<file path="config.mk">
export PLATFORM = sky130hd
export DESIGN_NAME = glb_cfg_req_arbiter
export DESIGN_NICKNAME = d
export VERILOG_FILES = /design/src/rtl/glb_cfg_req_arbiter.sv
export SDC_FILE = /design/constraint.sdc
export NUM_CORES = 1
export LEC_CHECK = 0
export BUFFER_PORTS_ARGS = -buffer_cell sky130_fd_sc_hd__buf_2
export CORE_ASPECT_RATIO = 0.5
export CORE_MARGIN = 1
export CORE_UTILIZATION = 45
export CTS_CLUSTER_SIZE = 20
export DETAILED_ROUTE_END_ITERATION = 8
export HOLD_SLACK_MARGIN = 0.03
export PLACE_DENSITY = 0.81
export SLEW_MARGIN = 20
export SYNTH_ARGS = -nofsm -noshare
export SYNTH_HDL_FRONTEND = slang
export SYNTH_SLANG_ARGS = --single-unit
</file>
<file path="constraint.sdc">
create_clock -name clk -period 9.54 [get_ports clk]
set_input_delay 2.385 -clock clk [delete_from_list [all_inputs] [get_ports clk]]
set_output_delay 2.385 -clock clk [all_outputs]
set_load 0.01 [all_outputs]
</file>
<file path="src/rtl/glb_cfg_req_arbiter.sv">
// glb_cfg_req_arbiter: two-requester (host / debug) config master for the west
// edge of tile 0's cfg chain. Round-robin grant, one outstanding read, read
// timeout with error response, and a saturating count of unexpected returns.
module glb_cfg_req_arbiter #(
  parameter int ADDR_WIDTH = 32,
  parameter int DATA_WIDTH = 32,
  parameter int TIMEOUT    = 64
) (
  input  logic                  clk,
  input  logic                  reset,
  // requester 0 (host)
  input  logic                  req0_valid,
  output logic                  req0_ready,
  input  logic                  req0_write,
  input  logic [ADDR_WIDTH-1:0] req0_addr,
  input  logic [DATA_WIDTH-1:0] req0_wdata,
  output logic                  rsp0_valid,
  output logic [DATA_WIDTH-1:0] rsp0_rdata,
  output logic                  rsp0_err,
  // requester 1 (JTAG / debug)
  input  logic                  req1_valid,
  output logic                  req1_ready,
  input  logic                  req1_write,
  input  logic [ADDR_WIDTH-1:0] req1_addr,
  input  logic [DATA_WIDTH-1:0] req1_wdata,
  output logic                  rsp1_valid,
  output logic [DATA_WIDTH-1:0] rsp1_rdata,
  output logic                  rsp1_err,
  // cfg chain
  output logic                  cfg_wr_en,
  output logic [ADDR_WIDTH-1:0] cfg_wr_addr,
  output logic [DATA_WIDTH-1:0] cfg_wr_data,
  output logic                  cfg_rd_en,
  output logic [ADDR_WIDTH-1:0] cfg_rd_addr,
  input  logic [DATA_WIDTH-1:0] cfg_rd_data,
  input  logic                  cfg_rd_data_valid,
  output logic [7:0]            stray_rd_cnt
);

  localparam int TW = (TIMEOUT > 2) ? $clog2(TIMEOUT) : 1;
  localparam logic [TW-1:0] TMR_LAST = TW'(TIMEOUT - 1);
  localparam logic [TW-1:0] TMR_ONE  = TW'(1);

  typedef enum logic {S_IDLE, S_RD_WAIT} state_t;

  state_t                       r_state;
  logic                         r_last_grant;
  logic                         r_owner;
  logic [TW-1:0]                r_timer;
  logic [1:0]                   r_rsp_valid;
  logic [1:0][DATA_WIDTH-1:0]   r_rsp_rdata;
  logic [1:0]                   r_rsp_err;
  logic                         r_wr_en;
  logic [ADDR_WIDTH-1:0]        r_wr_addr;
  logic [DATA_WIDTH-1:0]        r_wr_data;
  logic                         r_rd_en;
  logic [ADDR_WIDTH-1:0]        r_rd_addr;
  logic [7:0]                   r_stray;

  logic                  w_idle;
  logic                  w_grant;
  logic                  w_accept;
  logic                  w_sel_write;
  logic [ADDR_WIDTH-1:0] w_sel_addr;
  logic [DATA_WIDTH-1:0] w_sel_wdata;

  assign w_idle = (r_state == S_IDLE);

  // Round-robin pick: a lone requester wins, contention goes to the one not granted last.
  always_comb begin
    w_grant = ~r_last_grant;
    if (req0_valid && !req1_valid)      w_grant = 1'b0;
    else if (req1_valid && !req0_valid) w_grant = 1'b1;
  end

  assign req0_ready  = w_idle & ~w_grant;
  assign req1_ready  = w_idle &  w_grant;
  assign w_accept    = (req0_valid & req0_ready) | (req1_valid & req1_ready);
  assign w_sel_write = w_grant ? req1_write : req0_write;
  assign w_sel_addr  = w_grant ? req1_addr  : req0_addr;
  assign w_sel_wdata = w_grant ? req1_wdata : req0_wdata;

  // Control FSM with all chain and response outputs registered; pulses default low
  // and data buses return to zero whenever their qualifier is low.
  always_ff @(posedge clk or posedge reset) begin
    if (reset) begin
      r_state      <= S_IDLE;
      r_last_grant <= 1'b1;
      r_owner      <= 1'b0;
      r_timer      <= '0;
      r_rsp_valid  <= '0;
      r_rsp_rdata  <= '0;
      r_rsp_err    <= '0;
      r_wr_en      <= 1'b0;
      r_wr_addr    <= '0;
      r_wr_data    <= '0;
      r_rd_en      <= 1'b0;
      r_rd_addr    <= '0;
      r_stray      <= '0;
    end else begin
      r_rsp_valid <= '0;
      r_rsp_rdata <= '0;
      r_rsp_err   <= '0;
      r_wr_en     <= 1'b0;
      r_wr_addr   <= '0;
      r_wr_data   <= '0;
      r_rd_en     <= 1'b0;
      r_rd_addr   <= '0;
      case (r_state)
        S_IDLE: begin
          // Nothing is outstanding, so any return here is unexpected (incl. late ones).
          if (cfg_rd_data_valid && r_stray != 8'hFF) r_stray <= r_stray + 8'd1;
          if (w_accept) begin
            r_last_grant <= w_grant;
            if (w_sel_write) begin
              r_wr_en              <= 1'b1;
              r_wr_addr            <= w_sel_addr;
              r_wr_data            <= w_sel_wdata;
              r_rsp_valid[w_grant] <= 1'b1;
            end else begin
              r_rd_en   <= 1'b1;
              r_rd_addr <= w_sel_addr;
              r_owner   <= w_grant;
              r_timer   <= '0;
              r_state   <= S_RD_WAIT;
            end
          end
        end
        S_RD_WAIT: begin
          // Data beats the timeout when both land on the boundary cycle.
          if (cfg_rd_data_valid) begin
            r_rsp_valid[r_owner] <= 1'b1;
            r_rsp_rdata[r_owner] <= cfg_rd_data;
            r_state              <= S_IDLE;
          end else if (r_timer == TMR_LAST) begin
            r_rsp_valid[r_owner] <= 1'b1;
            r_rsp_err[r_owner]   <= 1'b1;
            r_state              <= S_IDLE;
          end else begin
            r_timer <= r_timer + TMR_ONE;
          end
        end
        default: r_state <= S_IDLE;
      endcase
    end
  end

  assign rsp0_valid   = r_rsp_valid[0];
  assign rsp0_rdata   = r_rsp_rdata[0];
  assign rsp0_err     = r_rsp_err[0];
  assign rsp1_valid   = r_rsp_valid[1];
  assign rsp1_rdata   = r_rsp_rdata[1];
  assign rsp1_err     = r_rsp_err[1];
  assign cfg_wr_en    = r_wr_en;
  assign cfg_wr_addr  = r_wr_addr;
  assign cfg_wr_data  = r_wr_data;
  assign cfg_rd_en    = r_rd_en;
  assign cfg_rd_addr  = r_rd_addr;
  assign stray_rd_cnt = r_stray;

endmodule
</file>
# --- After elaboration in Yosys (flattened, before gate mapping) ---
# Cells that the tools add are included.
word_totals:
  wordCells: 90
  register_bits: 183
  output_inout_bits: 176
  input_bits: 167
classes:
  n_addsub: 2
  bitwise: 10
  n_eq_ne: 6
  magnitude_cmp: 4
  n_reduce_logical: 11
  muxes: 43
ops:
  columns: ["operator", "count"]
  rows:
  - ["$mux W32", 12]
  - ["$mux W64", 2]
  - ["$and A64 B64 Y64", 1]
  - ["$demux W32 S1", 1]
  - ["$mux W6", 4]
  - ["$mux W1", 13]
  - ["$mux W2", 6]
  - ["$pmux W6 S2", 1]
  - ["$add A8 B1 Y8 const B", 1]
  - ["$ne A8 B8 Y1 const B", 1]
  - ["$add A6 B1 Y6 const B", 1]
  - ["$eq A6 B6 Y1 const B", 1]
  - ["$ne A2 B2 Y1 const B", 3]
  - ["$logic_and A1 B1 Y1", 5]
  - ["$and A1 B1 Y1", 4]
  - ["$lt A1 B2 Y1 const B", 2]
  - ["$not A1 Y1", 4]
  - ["$pmux W2 S2", 1]
  - ["$reduce_and A2 Y1", 2]
  - ["$reduce_and A4 Y1", 1]
  - ["$reduce_and A3 Y1", 1]
  - ["$demux W1 S1", 2]
  - ["$ge A1 B1 Y1 const B", 2]
  - ["$logic_not A1 Y1", 2]
  - ["other kinds (3)", 3]

# --- Logic depth before layout (Yosys ltp) ---
# Gate-level depths: netlist of the first run.
depth:
  depth_word: 11
  ltp_mapped: 6
  ltp_nobuf: 5

# --- Least setup slack after synthesis of the first run ---
# OpenSTA, ideal clock, no wires.
synth_timing:
  path_type: "input-to-output"
  startpoint: "in req1_valid"
  endpoint: "out req0_ready"
  path_stages: 5
  t_arrival_ps: 3207
  required_ps: 7155
  slack_ps: 3948
  path_buffers: 2
  cell_sequence: "a21bo_4 > o21a_1 > buf_6 > buf_6 > nor2b_1"
synth_between:
  elab_chain_len: 5
  elab_cells_between_ends: 7
  cone_classes: "2 x mux; 2 x bitwise; 3 x reduce/logical"
synth_rtl:
  columns: ["element", "line_no", "rtl"]
  rows:
  - ["start: declaration", "21", "input logic req1_valid,"]
  - ["$logic_and A1 B1 Y1 or $logic_not A1 Y1 (tied branches)", "73, 72", null]
  - ["$mux W1 or $logic_and A1 B1 Y1 (tied branches)", "73, 72", null]
  - ["$mux W1 *", "72", "if (req0_valid && !req1_valid) w_grant = 1'b0;"]
  - ["$not A1 Y1 *", "76", "assign req0_ready = w_idle & ~w_grant;"]
  - ["$and A1 B1 Y1 *", "76", null]
  - ["end: declaration", "13", "output logic req0_ready,"]
# Every way passes the cells marked *; elsewhere a longest branch is shown, timed or not.

# --- Worst setup path in the final report of the first run ---
# Same ends and word-level chain as after synthesis.

==> impl_metrics.py, run 1 <==
metrics = {
    "final_layout": {
        "syn2layout_area_growth_pct": 36.5,
        "layoutNonFillerInstCount": 1041,
        "final_cell_area_um2": 9010,
        "fill_cells": 1109,
        "drive_gt1_share_pct": 46.5,
        "diodes": 0,
        "utilization_pct": 64.7,
        "final_common_cell": "buf_2",
        "nNetsFinal": 1005,
        "layout_common_cells": "342 x buf_2, 182 x dfrtp_1, 66 x and2_1",
    },
    "worst_setup_path": {
        "worstSetupPathType": "primary input to output port",
        "cp.required_ns": 7.16,
        "cp_max_fo": 36,
        "cp-start-kind": "primary input",
        "arrival_ns": 3.94,
        "crit_path_end_kind": "output port",
    },
    "clock_tree": {
        "post-cts-setup-buffer-count": 0,
        "clk_latency_ns": 0.41,
        "cts_sinks": 183,
        "clkTransAtPathRegs_ns": 0.06,
        "cts_max_path_buffers": 2,
        "cts_buffers": 17,
        "root_buffer": "clkbuf_16",
        "cts_tree": "built",
        "hold_buffers": 0,
        "cts_resized": 0,
        "htreeDepth": 4,
    },
    "power_and_ir_drop": {
        "power_frac_comb_pct": 22.0,
        "swShare_pct": 30.6,
        "fin_total_pwr_mw": 2.08,
        "leakagePower_nw": 5.17,
        "pwr-share-clk_pct": 32.5,
        "max-vdd-ir-drop_mv": 0.133,
        "pwr-share-seq_pct": 45.4,
        "p_int_mw": 1.44,
        "power.density_nw_per_um2": 231,
        "power.switching_mw": 0.638,
    },
    "yosys": {
        "synth_cells": 498,
        "ys_seq_area_share_pct": 69.4,
        "ys_seq_elements": 183,
        "synth-main-ff-cell": "dfrtp_1",
        "synth_area_per_cell_um2": 13.3,
        "syn_area_um2": 6600,
        "yosysUniqueCellTypes": 46,
        "synthArstFlopShare_pct": 100,
        "syn-num-nets": 667,
        "ys_warn_count": 0,
        "synth-edff-count": 0,
    },
    "sta": {
        "slew_headroom_pct": 28.0,
        "max_freq_mhz": 158,
        "finalCritPeriodShare_pct": 66.2,
        "slew_violations": 0,
        "setup_violations": 0,
        "worstMarginPinSlew_ns": 1.08,
        "min_period_ns": 6.32,
        "rsz0062_at_grt": "no",
        "tns_ns": 0,
        "skew_ns": 0.0131,
        "hold_viol": 0,
        "hold_ws_ns": 0.518,
        "worst_slack_ns": 3.22,
    },
    "floorplanning": {
        "row_count": 30,
        "initial_core_util_pct": 47.4,
        "die_x_um": 173,
        "die_area_um2": 15200,
        "fp.dieH_um": 87.7,
        "io_pins": 343,
        "fp.coreArea_um2": 13900,
    },
    "route": {
        "drc_errors": 0,
        "drt-total-wl_um": 16400,
        "via_count": 4985,
        "drt_pass1_iterations": 4,
        "drt-initial-drc-count": 224,
        "vias_per_cell": 4.79,
        "antenna_violating_nets_post_route": 0,
        "post_drt_wl_per_cell_um": 15.7,
    },
    "grt": {
        "antenna_found_initial": 2,
        "grt_use_total_pct": 21.1,
        "grt_pass1_vias": 4976,
        "grt_first_pass_wirelength_um": 24800,
        "overflow": 0,
        "grt_start_max_net_pins": 128,
    },
    "place": {
        "dp_cells": 1009,
        "placed_area_um2": 8410,
        "place_congestion": 0.777,
        "place_ws_ns": 3.22,
        "dpl.hpwl_um": 12200,
        "numPortBuffers": 342,
    },
    "run_status": {
        "outcome": "finished clean",
    },
    "run": {
        "drv_cap": 0,
    },
    "min_path": {
        "hold_class": "register to register",
    },
}
-- final timing paths --
check	from	end	slack, ns	depth (start not counted)
min in group asynchronous	reset	cfg_wr_data[6]	2.13	2
worst min-delay path	stray_rd_cnt[7]	stray_rd_cnt[7]	0.52	1
worst max-delay path	req1_valid	req0_ready	3.22	5
worst max register to register	r_last_grant	cfg_wr_addr[3]	7.34	4
max in group asynchronous	reset	cfg_wr_en	6.11	3
worst min register to register	stray_rd_cnt[7]	stray_rd_cnt[7]	0.52	1
-- flip-flops by register name, summed over array words and instances (netlist names) --
signal        count
r_state           1
cfg_rd_en         1
r_timer           6
cfg_wr_en         1
rsp1_rdata       32
r_last_grant      1
cfg_rd_addr      32
r_rsp_err         2
r_owner           1
cfg_wr_addr      32
rsp0_rdata       32
stray_rd_cnt      8
r_rsp_valid       2
cfg_wr_data      32
-- final cells by class --
class	instances	area, um2	area share [%]
Clock buffer	19	453	5.03
Clock inverter	13	131	1.46
Inverter	9	41.3	0.458
Multi-Input combinational cell	280	1830	20.3
Sequential cell	183	4580	50.8
Tap cell	192	240	2.67
Timing Repair Buffer	345	1730	19.2
-- cell families after synthesis --
family	count (synthesis)	synth area share, %
flops	183	69.4
simple gates	175	13.8
compound gates	65	7.54
buf+inv	35	3.20
mux	35	5.34
xor+xnor	3	0.398
fa+ha+maj	2	0.379
-- power groups by stage --
stage | Combinational [mW] | Sequential (mW) | Clock [mW]
floorplan | 0.234 | 1.00 | 0
global placement | 0.452 | 0.956 | 0
detailed placement | 0.465 | 0.959 | 0
CTS | 0.466 | 0.946 | 0.699
global route | 0.502 | 0.959 | 0.730
finish | 0.459 | 0.945 | 0.677
-- synth_stat cells, types with 2 or more instances --
master    instances  area, um2
dfrtp_1         182       4550
nor2_1           67        251
and2_1           66        413
mux2i_1          33        330
a22o_1           31        272
o21ai_0          12       60.1
buf_2             9       45.0
nand3_1           9       45.0
inv_1             8       30.0
clkbuf_1          7       26.3
a31oi_1           6       37.5
buf_6             6       67.6
nand2_1           6       22.5
nor2b_1           6       37.5
nor3_1            6       30.0
nor2_2            4       25.0
o21a_1            3       22.5
a21o_1            2       15.0
and3_1            2       12.5
buf_8             2       30.0
ha_1              2       25.0
mux2_2            2       22.5
nand2b_1          2       12.5
o21ai_1           2       10.0
xnor2_1           2       17.5
-- routing by layer --
layer / vias up / global-route usage, % / share of wire [%] / wire length (um)
li1: 2332 / - / - / -
met1: 2452 / 25.6 / 40 / 6600
met2: 181 / 38.2 / 53 / 8620
met3: 16 / 5.34 / 6.3 / 1030
met4: 4 / 5.95 / 0.74 / 121
met5: - / 0 / 0.11 / 18
-- critical path, cell delays in order --
cell and delay, ns:
buf_2 0.12, a21bo_4 0.19, o21a_2 0.85, nor2b_1 0.21
buf_2 0.14
No activity file was read; power rests on OpenSTA's default activity.
==> inputs of run 2 (changes only) <==
Settings changed: ABC_AREA set to 1, PLACE_DENSITY 0.81 to 0.8.
Clock period 9.54 ns to 6.3 ns, I/O delays scaled along.
==> run 2 against run 1 <==
  * The run now ends with design-rule violations left
  * Synthesized cell count is 33% higher
  * Area after synthesis is 1.3% higher
  * Global-route usage is 2.7 points higher
  * Critical path depth is 2 higher
  * Non-clock buffer count is 1 higher
  * Utilization is 1.5 points lower
  * Combinational power is 78% higher
  * First-iteration DRC count is 43% higher
  * Setup slack worse by 1.1 ns
  * Clock power is 58% higher
  * Register-to-register slack worse by 3.7 ns
  * Largest cell class unchanged
  * Largest power group unchanged
==> impl_metrics.py, run 2 <==
metrics = {
    "run_status": {
        "outcome": "complete, but fails checks",
        "violations": "design-rule violations",
    },
    "place": {
        "numPortBuffers": 342,
        "placed_area_um2": 8580,
        "place_ws_ns": 2.14,
        "dpl.hpwl_um": 13500,
        "place_congestion": 0.895,
        "dp_cells": 1180,
    },
    "clock_tree": {
        "cts_buffers": 17,
        "cts_tree": "built",
        "clkTransAtPathRegs_ns": 0.07,
        "htreeDepth": 4,
        "root_buffer": "clkbuf_16",
        "cts_max_path_buffers": 2,
        "hold_buffers": 0,
        "post-cts-setup-buffer-count": 0,
        "cts_sinks": 183,
        "cts_resized": 0,
        "clk_latency_ns": 0.42,
    },
    "worst_setup_path": {
        "cp-start-kind": "primary input",
        "max_stage_delay_ns": 0.43,
        "cp.required_ns": 4.72,
        "path_cells": "buf_2 > nand2_1 > nand2_1 > nand2_2 > inv_2 > nor2_1 > buf_2",
        "cp_max_fo": 35,
        "cp_top_family": "simple AND/OR/NAND/NOR gates",
        "critical_path_buf_inv_count": 3,
        "critPathSlowestCell": "nand2_2",
        "arrival_ns": 2.57,
        "reg2reg_from": "r_last_grant",
        "worstRegToRegCells": 7,
        "crit_path_end_kind": "output port",
        "rr_endpoint": "cfg_wr_data[0]",
        "timing.reg2reg.setup_slack_ns": 3.61,
        "worstSetupPathType": "primary input to output port",
    },
    "final_layout": {
        "fill_cells": 1261,
        "nNetsFinal": 1170,
        "utilization_pct": 63.2,
        "final_common_cell": "buf_2",
        "final_cell_area_um2": 9170,
        "diodes": 0,
        "drive_gt1_share_pct": 38.9,
        "layoutNonFillerInstCount": 1212,
        "syn2layout_area_growth_pct": 37.1,
        "layout_common_cells": "342 x buf_2, 182 x dfrtp_1, 135 x nor2_1",
    },
    "grt": {
        "grt_use_total_pct": 23.9,
        "antenna_found_initial": 2,
        "overflow": 0,
        "grt_start_max_net_pins": 184,
        "grt_pass1_vias": 5305,
        "grt_first_pass_wirelength_um": 28000,
    },
    "floorplanning": {
        "io_pins": 343,
        "fp.coreArea_um2": 14500,
        "die_x_um": 174,
        "row_count": 31,
        "fp.dieH_um": 88.2,
        "die_area_um2": 15400,
        "initial_core_util_pct": 46.1,
    },
    "sta": {
        "skew_ns": 0.0136,
        "rsz0062_at_grt": "no",
        "worstMarginPinSlew_ns": 0.921,
        "slew_headroom_pct": 38.6,
        "hold_ws_ns": 0.530,
        "min_period_ns": 4.14,
        "slew_violations": 0,
        "max_freq_mhz": 241,
        "hold_viol": 0,
        "setup_violations": 0,
        "worst_slack_ns": 2.16,
        "finalCritPeriodShare_pct": 65.7,
        "tns_ns": 0,
    },
    "power_and_ir_drop": {
        "power.switching_mw": 1.09,
        "power_frac_comb_pct": 24.3,
        "power.density_nw_per_um2": 366,
        "max-vdd-ir-drop_mv": 0.175,
        "p_int_mw": 2.27,
        "swShare_pct": 32.4,
        "pwr-share-clk_pct": 31.9,
        "pwr-share-seq_pct": 43.7,
        "leakagePower_nw": 5.52,
        "fin_total_pwr_mw": 3.36,
    },
    "yosys": {
        "yosysTopAreaCellShare_pct": 68.1,
        "synthArstFlopShare_pct": 100,
        "netlist_top_cells_count": "182 x dfrtp_1, 135 x nor2_1, 87 x inv_1",
        "synth-main-ff-cell": "dfrtp_1",
        "synth_top_cell_by_area": "dfrtp_1",
        "ys_seq_area_share_pct": 68.5,
        "syn-num-nets": 831,
        "synth_area_per_cell_um2": 10.1,
        "syn_area_um2": 6690,
        "ys_warn_count": 0,
        "yosysUniqueCellTypes": 26,
        "synthTopCellsByArea": "dfrtp_1 68%, nor2_1 7.6%, inv_1 4.9%, nand2_1 4.7%, o21ai_1 4.3%",
        "synth_cells": 662,
        "ys_seq_elements": 183,
        "synth-edff-count": 0,
        "yosysMostFrequentCell": "dfrtp_1",
    },
    "route": {
        "via_count": 5598,
        "drt-initial-drc-count": 321,
        "drc_errors": 1,
        "drt_pass1_iterations": 6,
        "vias_per_cell": 4.62,
        "drt-total-wl_um": 18500,
        "antenna_violating_nets_post_route": 0,
        "post_drt_wl_per_cell_um": 15.2,
    },
    "run": {
        "drv_cap": 0,
    },
    "min_path": {
        "hold_path_end": "r_last_grant",
        "hold_class": "register to register",
        "min_path_cells": 2,
        "hold_start": "r_last_grant",
    },
}
==> run 2: final cells by class <==
cell class | instances | area [um2] | area share (%)
Inverter | 90 | 342 | 3.72
Tap cell | 198 | 248 | 2.70
Timing Repair Buffer | 346 | 1750 | 19.1
Clock inverter | 13 | 160 | 1.75
Clock buffer | 19 | 433 | 4.72
Sequential cell | 183 | 4580 | 49.9
Multi-Input combinational cell | 363 | 1660 | 18.1
==> run 2: per-layer routing <==
| layer | share of wire [%] | up-vias | GRT usage [%] |
|---|---|---|---|
| met5 | 0.16 | - | 0 |
| met4 | 2.2 | 4 | 8.61 |
| met3 | 4.1 | 36 | 5.03 |
| met2 | 52 | 154 | 42.1 |
| met1 | 41 | 2721 | 29.7 |
| li1 | - | 2683 | - |
==> run 2: cells by family (layout without fill, tap and decap cells) <==
logic type	after synthesis	in the layout	share of synthesized area, %
adders and majority gates	2	2	0.374
DFF	183	183	68.5
buffers and inverters	116	468	6.86
AOI/OAI and AO/OA	70	70	5.33
xor gates and xnor gates	6	6	0.785
and+or+nand+nor	285	285	18.2
==> run 2: worst max-delay path by stage <==
stage,startpoint,to,depth (start not counted)
final,req0_valid,req1_ready,7
after global routing,req0_valid,req0_ready,6
after CTS,req0_valid,req1_ready,7
after detailed placement,req0_valid,req1_ready,7
after global placement,req0_valid,req1_ready,7
after floorplan,reset,cfg_rd_addr[0],1
==> run 2: power groups by stage <==
stage / Combinational, mW / Sequential, mW / Clock [mW]
finish: 0.816 / 1.47 / 1.07
global route: 0.903 / 1.49 / 1.14
CTS: 0.827 / 1.47 / 1.09
detailed placement: 0.823 / 1.49 / 0
global placement: 0.799 / 1.48 / 0
floorplan: 0.363 / 1.58 / 0
==> run 2: worst reg2reg max path, delay by kind of cell, from the launching register on <==
family / cells / cell delay [ns]
and+or+nand+nor: 4 / 1.13
DFF: 1 / 0.53
buffers and inverters: 2 / 0.52
AOI/OAI and AO/OA: 1 / 0.40
==> inputs of run 3 (changes only) <==
Clock period 6.3 ns to 3.92 ns, I/O delays scaled along.
==> run 3 against run 2 <==
  * The flow still finishes with violations (design-rule violations)
  * Die area stayed put
  * Via count up 1.5%
  * Total power increased by 65%
  * Flip-flop and latch count unchanged
  * Utilization up 0.60 points
  * Non-clock buffer count is 4 higher
  * Critical endpoint is now req0_ready
  * Largest cell class unchanged
  * Highest routed layer is now met4
==> impl_metrics.py, run 3 (same netlist as run 2, synthesis figures left out) <==
metrics = {
    "grt": {
        "grt_start_max_net_pins": 78,
        "overflow": 0,
        "grt_use_total_pct": 23.7,
        "antenna_found_initial": 0,
        "grt_first_pass_wirelength_um": 27600,
        "grt_pass1_vias": 5326,
    },
    "place": {
        "placed_area_um2": 8620,
        "dpl.hpwl_um": 13600,
        "numPortBuffers": 342,
        "place_congestion": 0.890,
    },
    "final_layout": {
        "seq_area_um2": 4580,
        "layout_common_cells": "342 x buf_2, 182 x dfrtp_1, 135 x nor2_1",
        "multiInputGateArea_um2": 1650,
        "nNetsFinal": 1174,
        "final_cell_area_um2": 9260,
        "final_common_cell": "buf_2",
        "syn2layout_area_growth_pct": 38.4,
        "fill_cells": 1191,
        "drive_gt1_share_pct": 39.2,
        "diodes": 0,
    },
    "route": {
        "drt-initial-drc-count": 332,
        "vias_per_cell": 4.68,
        "drt_pass1_iterations": 9,
        "drt-total-wl_um": 18500,
        "drc_errors": 1,
        "post_drt_wl_per_cell_um": 15.3,
        "via_count": 5683,
        "antenna_violating_nets_post_route": 0,
    },
    "worst_setup_path": {
        "crit_path_end_kind": "output port",
        "max_stage_delay_ns": 0.25,
        "arrival_ns": 1.88,
        "worstSetupPathType": "primary input to output port",
        "critical_path_buf_inv_count": 2,
        "critPathSlowestCell": "nor2_1",
        "cp_max_fo": 18,
        "path_cells": "buf_2 > nand2_1 > nand2_1 > nand2_2 > nor2_1 > buf_2",
        "cp_top_family": "simple AND/OR/NAND/NOR gates",
        "cp-start-kind": "primary input",
        "cp.required_ns": 2.94,
    },
    "run": {
        "drv_cap": 0,
    },
    "floorplanning": {
        "row_count": 31,
        "fp.dieH_um": 88.2,
        "initial_core_util_pct": 46.1,
        "die_area_um2": 15400,
        "io_pins": 343,
        "fp.coreArea_um2": 14500,
        "die_x_um": 174,
    },
    "clock_tree": {
        "root_buffer": "clkbuf_16",
        "cts_resized": 0,
        "post-cts-setup-buffer-count": 0,
        "cts_buffers": 17,
        "clkTransAtPathRegs_ns": 0.06,
        "cts_sinks": 183,
        "clk_latency_ns": 0.41,
        "htreeDepth": 4,
        "hold_buffers": 0,
        "cts_max_path_buffers": 2,
        "cts_tree": "built",
    },
    "run_status": {
        "outcome": "complete, but fails checks",
        "violations": "design-rule violations",
    },
    "sta": {
        "slew_violations": 0,
        "finalCritPeriodShare_pct": 73.1,
        "setup_violations": 0,
        "slew_headroom_pct": 45.2,
        "hold_viol": 0,
        "tns_ns": 0,
        "max_freq_mhz": 349,
        "rsz0062_at_grt": "no",
        "min_period_ns": 2.86,
        "skew_ns": 0.0128,
        "worstMarginPinSlew_ns": 0.820,
    },
    "power_and_ir_drop": {
        "leakagePower_nw": 5.58,
        "max-vdd-ir-drop_mv": 0.384,
        "fin_total_pwr_mw": 5.54,
        "power.density_nw_per_um2": 599,
    },
    "min_path": {
        "hold_class": "register to register",
    },
}
run 3: changes by cell type in the layout (fill, tap and decap cells not counted):
cell	before	now
buf_4	3	6
bufinv_16	2	5
clkbuf_1	2	0
clkinvlp_4	4	2
inv_8	3	1
buf_12	1	2
clkinv_2	0	1
nor2_2	0	1
nor2_4	1	0
run 3: path summary, 6_finish.rpt:
| kind | startpoint | cells past startpoint | to | slack [ns] |
|---|---|---|---|---|
| max | req0_valid | 6 | req0_ready | 1.06 |
| min | r_last_grant | 2 | r_last_grant | 0.52 |
| max reg2reg | r_last_grant | 7 | cfg_wr_data[0] | 1.33 |
| min in group asynchronous | reset | 2 | cfg_wr_addr[13] | 0.72 |
| min reg2reg | r_last_grant | 2 | r_last_grant | 0.52 |
| max in group asynchronous | reset | 3 | r_last_grant | 2.32 |
run 3: where the power goes:
| part | leakage, nW | internal [mW] | switching (mW) |
|---|---|---|---|
| combinational | 2.79 | 0.479 | 0.850 |
| clock | 0.313 | 1.14 | 0.715 |
| sequential | 2.48 | 2.22 | 0.145 |
| total | 5.58 | 3.83 | 1.71 |
run 3: cell type report:
| class | instances | area share (%) |
|---|---|---|
| Clock inverter | 13 | 2.35 |
| Multi-Input combinational cell | 363 | 17.8 |
| Tap cell | 198 | 2.67 |
| Timing Repair Buffer | 350 | 19.4 |
| Inverter | 90 | 3.69 |
| Sequential cell | 183 | 49.5 |
| Clock buffer | 17 | 4.59 |
run 3: metrics by stage:
step / hold WS [ns] / utilization [%] / setup WS, ns / std cells
2_1_floorplan: 0.477 / - / 0.590 / 662
3_3_place_gp: 0.490 / 59.4 / 0.936 / 1184
3_5_place_dp: 0.515 / 59.4 / 0.794 / 1184
4_1_cts: 0.527 / 63.8 / 1.07 / 1214
5_1_grt: 0.547 / 63.8 / 0.929 / 1214
6_report: 0.525 / 63.8 / 1.06 / 1214
run 3: worst register-to-register path: stages (launching register included):
cell and delay [ns]:
dfstp_2 0.53, nand2_1 0.05, nand2_1 0.10, nand2_2 0.22, inv_2 0.11, buf_4 0.36, nand3_2 0.68, o21ai_0 0.43
run 3: routing by layer:
| metal | global-route usage [%] | up-vias | routed length, um |
|---|---|---|---|
| met4 | 10.6 | 0 | 592 |
| met2 | 41.0 | 200 | 9490 |
| met5 | 0 | - | 0 |
| met1 | 30.1 | 2739 | 7640 |
| met3 | 4.25 | 50 | 810 |
| li1 | - | 2694 | - |
